--- src/rtl/found_tx_scheduler.sv ---
// Round-robin arbiter between tap-search modules and the shared UART
// transmitter: grants one found request, frames its tap word, acks it.
module found_tx_scheduler #(
  parameter int NUM_OF_TAPS    = 5,
  parameter int NUM_OF_MODULES = 20,
  parameter int IDX_W          = 5
) (
  input  logic                                    clk,
  input  logic                                    res,
  input  logic [NUM_OF_MODULES-1:0]               found,
  input  logic [NUM_OF_MODULES*NUM_OF_TAPS*8-1:0] co_buf,
  input  logic                                    tx_ready,
  output logic [7:0]                              byte_out,
  output logic                                    byte_valid,
  output logic [NUM_OF_MODULES-1:0]               ack,
  output logic                                    busy,
  output logic [15:0]                             sent_cnt,
  output logic [7:0]                              drop_cnt
);

  localparam int W    = NUM_OF_TAPS * 8;
  localparam int LAST = NUM_OF_TAPS + 2;
  localparam int CW   = $clog2(LAST + 1);

  typedef enum logic [1:0] {IDLE, LOAD, SEND, ACK} state_t;

  state_t                    state;
  logic [IDX_W-1:0]          rr_ptr;
  logic [IDX_W-1:0]          which;
  logic [IDX_W-1:0]          pick;
  logic                      any;
  logic [CW-1:0]             idx;
  logic [W-1:0]              buff;
  logic [W-1:0]              slice;
  logic                      drop;
  logic [NUM_OF_MODULES-1:0] one_hot;

  // Lowest offset from rr_ptr wins, so scan offsets downward.
  always_comb begin
    int j;
    j    = 0;
    pick = '0;
    any  = 1'b0;
    for (int i = NUM_OF_MODULES - 1; i >= 0; i--) begin
      j = (int'(rr_ptr) + i) % NUM_OF_MODULES;
      if (found[j]) begin
        pick = IDX_W'(j);
        any  = 1'b1;
      end
    end
  end

  assign slice   = co_buf[int'(which)*W +: W];
  assign one_hot = NUM_OF_MODULES'(1) << which;
  assign busy    = (state != IDLE);

  function automatic logic [7:0] frame_byte(
    input logic [CW-1:0]    i,
    input logic [IDX_W-1:0] w,
    input logic [W-1:0]     b
  );
    logic [7:0] r;
    unique case (1'b1)
      (i == CW'(0)):    r = 8'hFF;
      (i == CW'(1)):    r = 8'(w);
      (i == CW'(LAST)): r = 8'hFE;
      default:          r = b[(int'(i)-2)*8 +: 8];
    endcase
    return r;
  endfunction

  always_ff @(posedge clk) begin
    if (res) begin
      state      <= IDLE;
      byte_out   <= 8'h11;
      byte_valid <= 1'b0;
      ack        <= '0;
      sent_cnt   <= '0;
      drop_cnt   <= '0;
      rr_ptr     <= '0;
      which      <= '0;
      idx        <= '0;
      buff       <= '0;
      drop       <= 1'b0;
    end else begin
      ack <= '0;
      unique case (state)
        IDLE: begin
          if (any) begin
            which  <= pick;
            rr_ptr <= (pick == IDX_W'(NUM_OF_MODULES-1)) ?
                      '0 : pick + 1'b1;
            state  <= LOAD;
          end
        end
        LOAD: begin
          buff <= slice;
          if (slice == '0 || slice[7:0] == 8'h00) begin
            drop  <= 1'b1;
            ack   <= one_hot;
            state <= ACK;
          end else begin
            drop       <= 1'b0;
            idx        <= '0;
            byte_out   <= 8'hFF;
            byte_valid <= 1'b1;
            state      <= SEND;
          end
        end
        SEND: begin
          if (tx_ready) begin
            if (idx == CW'(LAST)) begin
              byte_valid <= 1'b0;
              ack        <= one_hot;
              state      <= ACK;
            end else begin
              idx      <= idx + 1'b1;
              byte_out <= frame_byte(idx + 1'b1, which, buff);
            end
          end
        end
        ACK: begin
          if (!drop) begin
            if (sent_cnt != '1) sent_cnt <= sent_cnt + 1'b1;
          end else begin
            if (drop_cnt != '1) drop_cnt <= drop_cnt + 1'b1;
          end
          state <= IDLE;
        end
        default: state <= IDLE;
      endcase
    end
  end

endmodule

--- config.mk ---
export PLATFORM = sky130hd
export DESIGN_NAME = found_tx_scheduler
export DESIGN_NICKNAME = d
export VERILOG_FILES = /design/src/rtl/found_tx_scheduler.sv
export SDC_FILE = /design/constraint.sdc
export NUM_CORES = 1
export LEC_CHECK = 0
export BUFFER_PORTS_ARGS = -buffer_cell sky130_fd_sc_hd__buf_2
export CAP_MARGIN = 20
export CORE_AREA = 5 5 339 341
export CTS_CLUSTER_SIZE = 16
export DETAILED_ROUTE_END_ITERATION = 8
export DIE_AREA = 0 0 344 346
export GPL_TIMING_DRIVEN = 0
export PLACE_DENSITY = 0.45
export RECOVER_POWER = 25
export SLEW_MARGIN = 0
export SYNTH_ARGS = -nofsm -noshare
export SYNTH_HDL_FRONTEND = slang
export SYNTH_SLANG_ARGS = --single-unit
--- constraint.sdc ---
create_clock -name clk -period 17.35 [get_ports clk]
set_input_delay 2.6025 -clock clk [delete_from_list [all_inputs] [get_ports clk]]
set_output_delay 2.6025 -clock clk [all_outputs]
set_load 0.02 [all_outputs]
=== Yosys cells after proc, flatten, opt, wreduce, memory -nomap -nowiden ===
Index checks and enable logic that the tools add are counted.

* Add/sub/neg operators: 24
* Multiply operators: 1
* Divide/modulo/power cells: 20
* Magnitude comparators: 20
* Eq/ne operators: 14
* Shifts and indexed selects: 3
* Mux-type cells: 124
* Bitwise logic cells: 1
* Reductions and logical operators: 13

{| class="wikitable"
|+ Operator list
! operator !! number
|-
| 800-bit by 12-bit indexed part select with 40-bit output || 1
|-
| 32-bit by 7-bit less-than comparator with 1-bit output, second input constant || 20
|-
| 32-bit by 6-bit remainder unit with 32-bit output, second input constant || 19
|-
| 5-bit two-way mux || 21
|-
| 1-bit binary-select mux with 5-bit select || 20
|-
| 1-bit two-way mux || 65
|-
| 20-bit two-way mux || 3
|-
| 5-bit by 4-bit adder with 6-bit output, second input constant || 8
|-
| 40-bit logical NOT || 1
|-
| 20-bit case mux with 2 select lines || 1
|-
| 40-bit by 7-bit indexed part select with 8-bit output || 1
|-
| 6-bit by 6-bit remainder unit with 32-bit output, second input constant || 1
|-
| 5-bit by 3-bit adder with 6-bit output, second input constant || 4
|-
| 5-bit by 5-bit adder with 6-bit output, second input constant || 4
|-
| 8-bit two-way mux || 3
|-
| 8-bit case mux with 3 select lines || 1
|-
| 1-bit by 5-bit left shift with 20-bit output, first input constant || 1
|-
| 16-bit by 1-bit adder with 16-bit output, second input constant || 1
|-
| 16-bit != test, second input constant || 1
|-
| 8-bit case mux with 2 select lines || 1
|-
| 5-bit by 2-bit adder with 6-bit output, second input constant || 2
|-
| 2-bit != test, second input constant || 5
|-
| 3-bit two-way mux || 3
|-
| 3-bit AND reduction || 3
|-
| 24 further kinds || 30
|}

* Flip-flop bits (word level): 109
* Bits of input ports: 823
* Output and inout port bits: 54
* Word-level logic and storage cells: 231

=== Logic depth before layout (Yosys ltp) ===
* Depth in word-level cells: 27
* Depth in mapped cells: 27

=== Worst setup path after synthesis ===
OpenSTA, ideal clock, no wires.

* Kind: reg2reg
* Start point: register rr_ptr[1]
* End point: register rr_ptr[4]
* Setup time: 0.071 ns
* Arrival time: 5.962 ns
* Slack: 11.318 ns
* Cell stages (with the launch flop): 26
* Path buffers: 4
* Period minus slack after synthesis: 6.032 ns
* Cell sequence: dfxtp_1 > buf_2 > buf_2 > clkbuf_1 > inv_1 > ha_1 > a21o_1 > xnor2_1 > clkbuf_1 > nand2_1 > ha_1 > nor2b_1 > nand2_1 > o22ai_1 > a221o_1 > a221oi_1 > a211o_1 > nand3_1 > a2111o_1 > o2111a_1 > a211o_1 > o31ai_2 > ha_1 > a31oi_1 > a211o_1 > a21oi_1

* Cells in the longest elaborated chain, start to end: 27
* Elaborated cells between the ends (all ways): 143
* Those cells by class: add/sub (20); div (20); eq/ne (1); mux (101); reduce/logical (1)

{| class="wikitable"
|+ RTL lines
! what !! line !! text
|-
| start, declared || 28 || <nowiki>logic [IDX_W-1:0] rr_ptr;</nowiki>
|-
| start signal, assigned || 91 || <nowiki>rr_ptr <= (pick == IDX_W'(NUM_OF_MODULES-1)) ?</nowiki>
|-
| 5-bit by 5-bit adder with 6-bit output || 45 || <nowiki>j = (int'(rr_ptr) + i) % NUM_OF_MODULES;</nowiki>
|-
| 32-bit by 6-bit remainder unit with 32-bit output || 45 ||
|-
| 1-bit binary-select mux with 5-bit select || 46 || <nowiki>if (found[j]) begin</nowiki>
|-
| 1-bit two-way mux (not written as such) (2 in series) || 46 ||
|-
| 5-bit two-way mux (19 in series) || 46 ||
|-
| 5-bit two-way mux (*) || 46 ||
|-
| named net pick[0] || 30 || <nowiki>logic [IDX_W-1:0] pick;</nowiki>
|-
| 5-bit by 1-bit adder with 5-bit output or 5-bit == test (tied branches) || 92, 91 ||
|-
| 5-bit two-way mux (*) || 91 ||
|}

The timed path passes the listed nets; every way through them passes the cells marked *. The select of a mux whose other input is x is not followed.
A chain may end at the register's enable or synchronous reset.

=== Worst setup path after layout ===
Same ends and word-level chain as after synthesis.

==> impl_metrics.toml <==
[placement]
dpl.hpwl_um = 147000
dp_slack_ns = 8.53
placed_cells = 4502
gp_congestion = 0.984
portBuffers = 876

[sta]
min_period_ns = 9.11
worstMarginPinSlew_ns = 1.32
slew_headroom = 0.122
slew_violations = 0
finClkSkew_ns = 0.0160
rsz0062_at_grt = "false"
setup_violations = 0
fin_crit_sh = 0.525
fin_tns_setup_ns = 0
fin_ws_ns = 8.24
hold_violations = 0
max_freq_mhz = 110

[pwr]
powerDensity_nw_per_um2 = 149
p_leak_uw = 0.0101
p_sw_frac = 0.584
comb_power_share = 0.845
pwr-share-seq = 0.095
power.internal_uw = 1620
p_total_uw = 3900
pwr-share-clk = 0.060
ir_drop_uv = 61.0
switching_power_uw = 2280

[drt]
wirelength_um = 166000
drc = 0
via_per_inst = 5.34
drt_iter0_drc = 2849
ant_nets = 0
wl_per_cell_um = 36.0
firstDrtPassIters = 6
num_vias = 24600

[yosys]
synthSimpleGateAreaFrac = 0.189
netlist.area_leader.share = 0.312
yosysMostFrequentCell = "mux4_2"
synth.cell_area_um2 = 19100
synth_xor_area_frac = 0.0283
postSynthAreaPerCell_um2 = 9.04
synth_area_leaders = "mux4_2 31%, dfxtp_1 11%, ha_1 4.7%"
ys_top_cells_by_count = "264 x mux4_2, 205 x nand2_1, 182 x nor2_1"
syn_nets = 3004
yosysWarnings = 0
yosysTopAreaCell = "mux4_2"
syn_inst = 2110
synth_async_sr_flop_share = 0
synthDistinctLibCells = 103
synthFlopType = "dfxtp_1"
synth_compound_area_frac = 0.217
ys_seq_elements = 109
synth_edf_count = 0
synth_top_family_by_area = "multiplexers"
synth_seq_area_share = 0.114
synthAdderAreaFrac = 0.0502
synthMuxAreaShare = 0.350

[setup_path]
timing.rr.end = "rr_ptr[4]"
slowest_stage = "nor4_1"
reg2regPathDepth = 22
cp-startpoint = "rr_ptr[1]"
worstPathRequired_ns = 17.68
r2r_slack_ns = 8.24
regToRegStartpoint = "rr_ptr[1]"
critPathMostFrequentCell = "ha_1"
cpPeakStageDelay_ns = 0.98
arrival_ns = 9.44
crit_path_max_fanout = 13
crit_path_end_kind = "flip-flop"
startpoint_type = "flip-flop"
critical_path_class = "flip-flop to flip-flop"
crit_chain = "buf_2 > buf_2 > clkbuf_1 > inv_1 > ha_1 > buf_1 > inv_2 > ha_1 > a21boi_0 > o21ai_0 > nand4b_1 > nor4_1 > or2_0 > clkbuf_1 > o21bai_1 > nand4_1 > nand3_1 > o31ai_2 > ha_1 > a31oi_1 > a211o_1 > a21oi_1"

[clock_tree]
htreeDepth = 3
root_buffer = "clkbuf_16"
clkSlewWorstSetupHoldPaths_ns = 0.10
post_cts_resize_count = 0
clkSinkCount = 109
clockBufferDepth = 2
clock_latency_ns = 0.40
holdBufCountCts = 0
cts_tree = "built"
cts_buffers = 9
postCtsSetupBuffers = 0

[global_routing]
overflow = 0
busiest_layer = "met2"
grt_max_degree = 25
grt_pass1_wl_um = 214000
met2_usage = 0.430
met1_usage = 0.320
grtUsageTotal = 0.263
gr-usage-met3 = 0.0820
grt_pass1_vias = 23400
antenna_found_initial = 139

[layout]
fin_nets = 3907
syn_to_final_growth_pct = 36.8
drive_gt1_frac = 0.411
stdcell_count = 4616

[die]
core_area_um2 = 112000
fp.dieArea_um2 = 119000
num_io_pins = 877
placementRows = 123
start_util = 0.171
die_w_um = 344
dieHeight_um = 346

[run_status]
outcome = "complete, no violations"

[hold_path]
hold_path_end = "byte_out[4]"
hp-class = "flip-flop to flip-flop"
hp-start = "byte_out[4]"
whs_path_depth = 1

[run]
drv_cap = 0
==> how the worst max path moves through the flow <==
stage / endpoint / slack (ns) / cells past startpoint
global route: rr_ptr[4] / 8.06 / 24
global placement: rr_ptr[4] / 8.38 / 22
floorplan: rr_ptr[4] / 11.32 / 25
CTS: rr_ptr[4] / 8.48 / 22
finish: rr_ptr[4] / 8.24 / 22
detailed placement: rr_ptr[4] / 8.53 / 22
==> critical path, delay by kind of cell, from the launching register on <==
kind                       cells  cell delay [ns]
buffers and inverters          7             3.38
and+or+nand+nor                5             1.86
DFF                            1             0.77
adders and majority gates      3             1.48
AOI/OAI and AO/OA              7             1.49
==> per-layer routing <==
layer / vias up / wire, µm
met1: 12300 / 61600
met4: 34 / 7780
met2: 1602 / 77800
li1: 10400 / -
met3: 278 / 18700
met5: - / 238
==> cells by family after synthesis <==
| kind of cell | count (synthesis) |
|---|---|
| compound gates | 563 |
| flops | 109 |
| buf+inv | 233 |
| xor+xnor | 59 |
| mux | 336 |
| fa+ha+maj | 78 |
| simple gates | 732 |
==> sequential cells by signal (all words and copies together), names as in the netlist <==
| signal | flops |
|---|---|
| buff | 40 |
| ack | 20 |
| sent_cnt | 16 |
| byte_out | 8 |
| drop_cnt | 8 |
| rr_ptr | 5 |
| which | 5 |
| idx | 3 |
| state | 2 |
| byte_valid | 1 |
| drop | 1 |
==> layout make-up <==
type / count / area [µm²]
Tap cell: 1500 / 1880
Timing Repair Buffer: 892 / 4570
Antenna cell: 98 / 245
Clock inverter: 7 / 104
Buffer: 178 / 767
Fill cell: 12500 / 85500
Clock buffer: 9 / 225
Multi-Input combinational cell: 1768 / 15900
Sequential cell: 109 / 2180
Inverter: 55 / 206
==> stage by stage <==
step           hold slack (ns)  cell area, µm²  utilization
2_1_floorplan            0.454           19100            -
3_3_place_gp             0.449           25300        0.227
3_5_place_dp             0.451           25600        0.229
4_1_cts                  0.479           25900        0.232
5_1_grt                  0.509           26000        0.233
6_report                 0.484           26100        0.234
==> power by group through the flow <==
stage,clock network (µW),logic [µW],registers [µW]
floorplan,0,2000,354
global placement,0,3200,374
detailed placement,0,3230,373
CTS,238,3240,368
global route,249,3460,372
finish,236,3300,369
==> placed cells by master, fill, tap and decap left out, types with 20 or more instances in the layout <==
cell,instances
nor2b_1,31
nand3_1,48
buf_1,22
nand4_1,32
dfxtp_1,109
and3_1,20
o22ai_1,31
o211ai_1,24
buf_2,868
nor2_1,182
mux2i_1,59
clkbuf_1,152
nand2_1,205
diode_2,98
mux4_2,264
xnor2_1,36
ha_1,71
xor2_1,20
nor3_1,65
nand2b_1,32
inv_1,46
a21oi_1,96
o21ai_0,62
a311oi_1,39
a211oi_1,32
No activity file was read; power rests on OpenSTA's default activity.
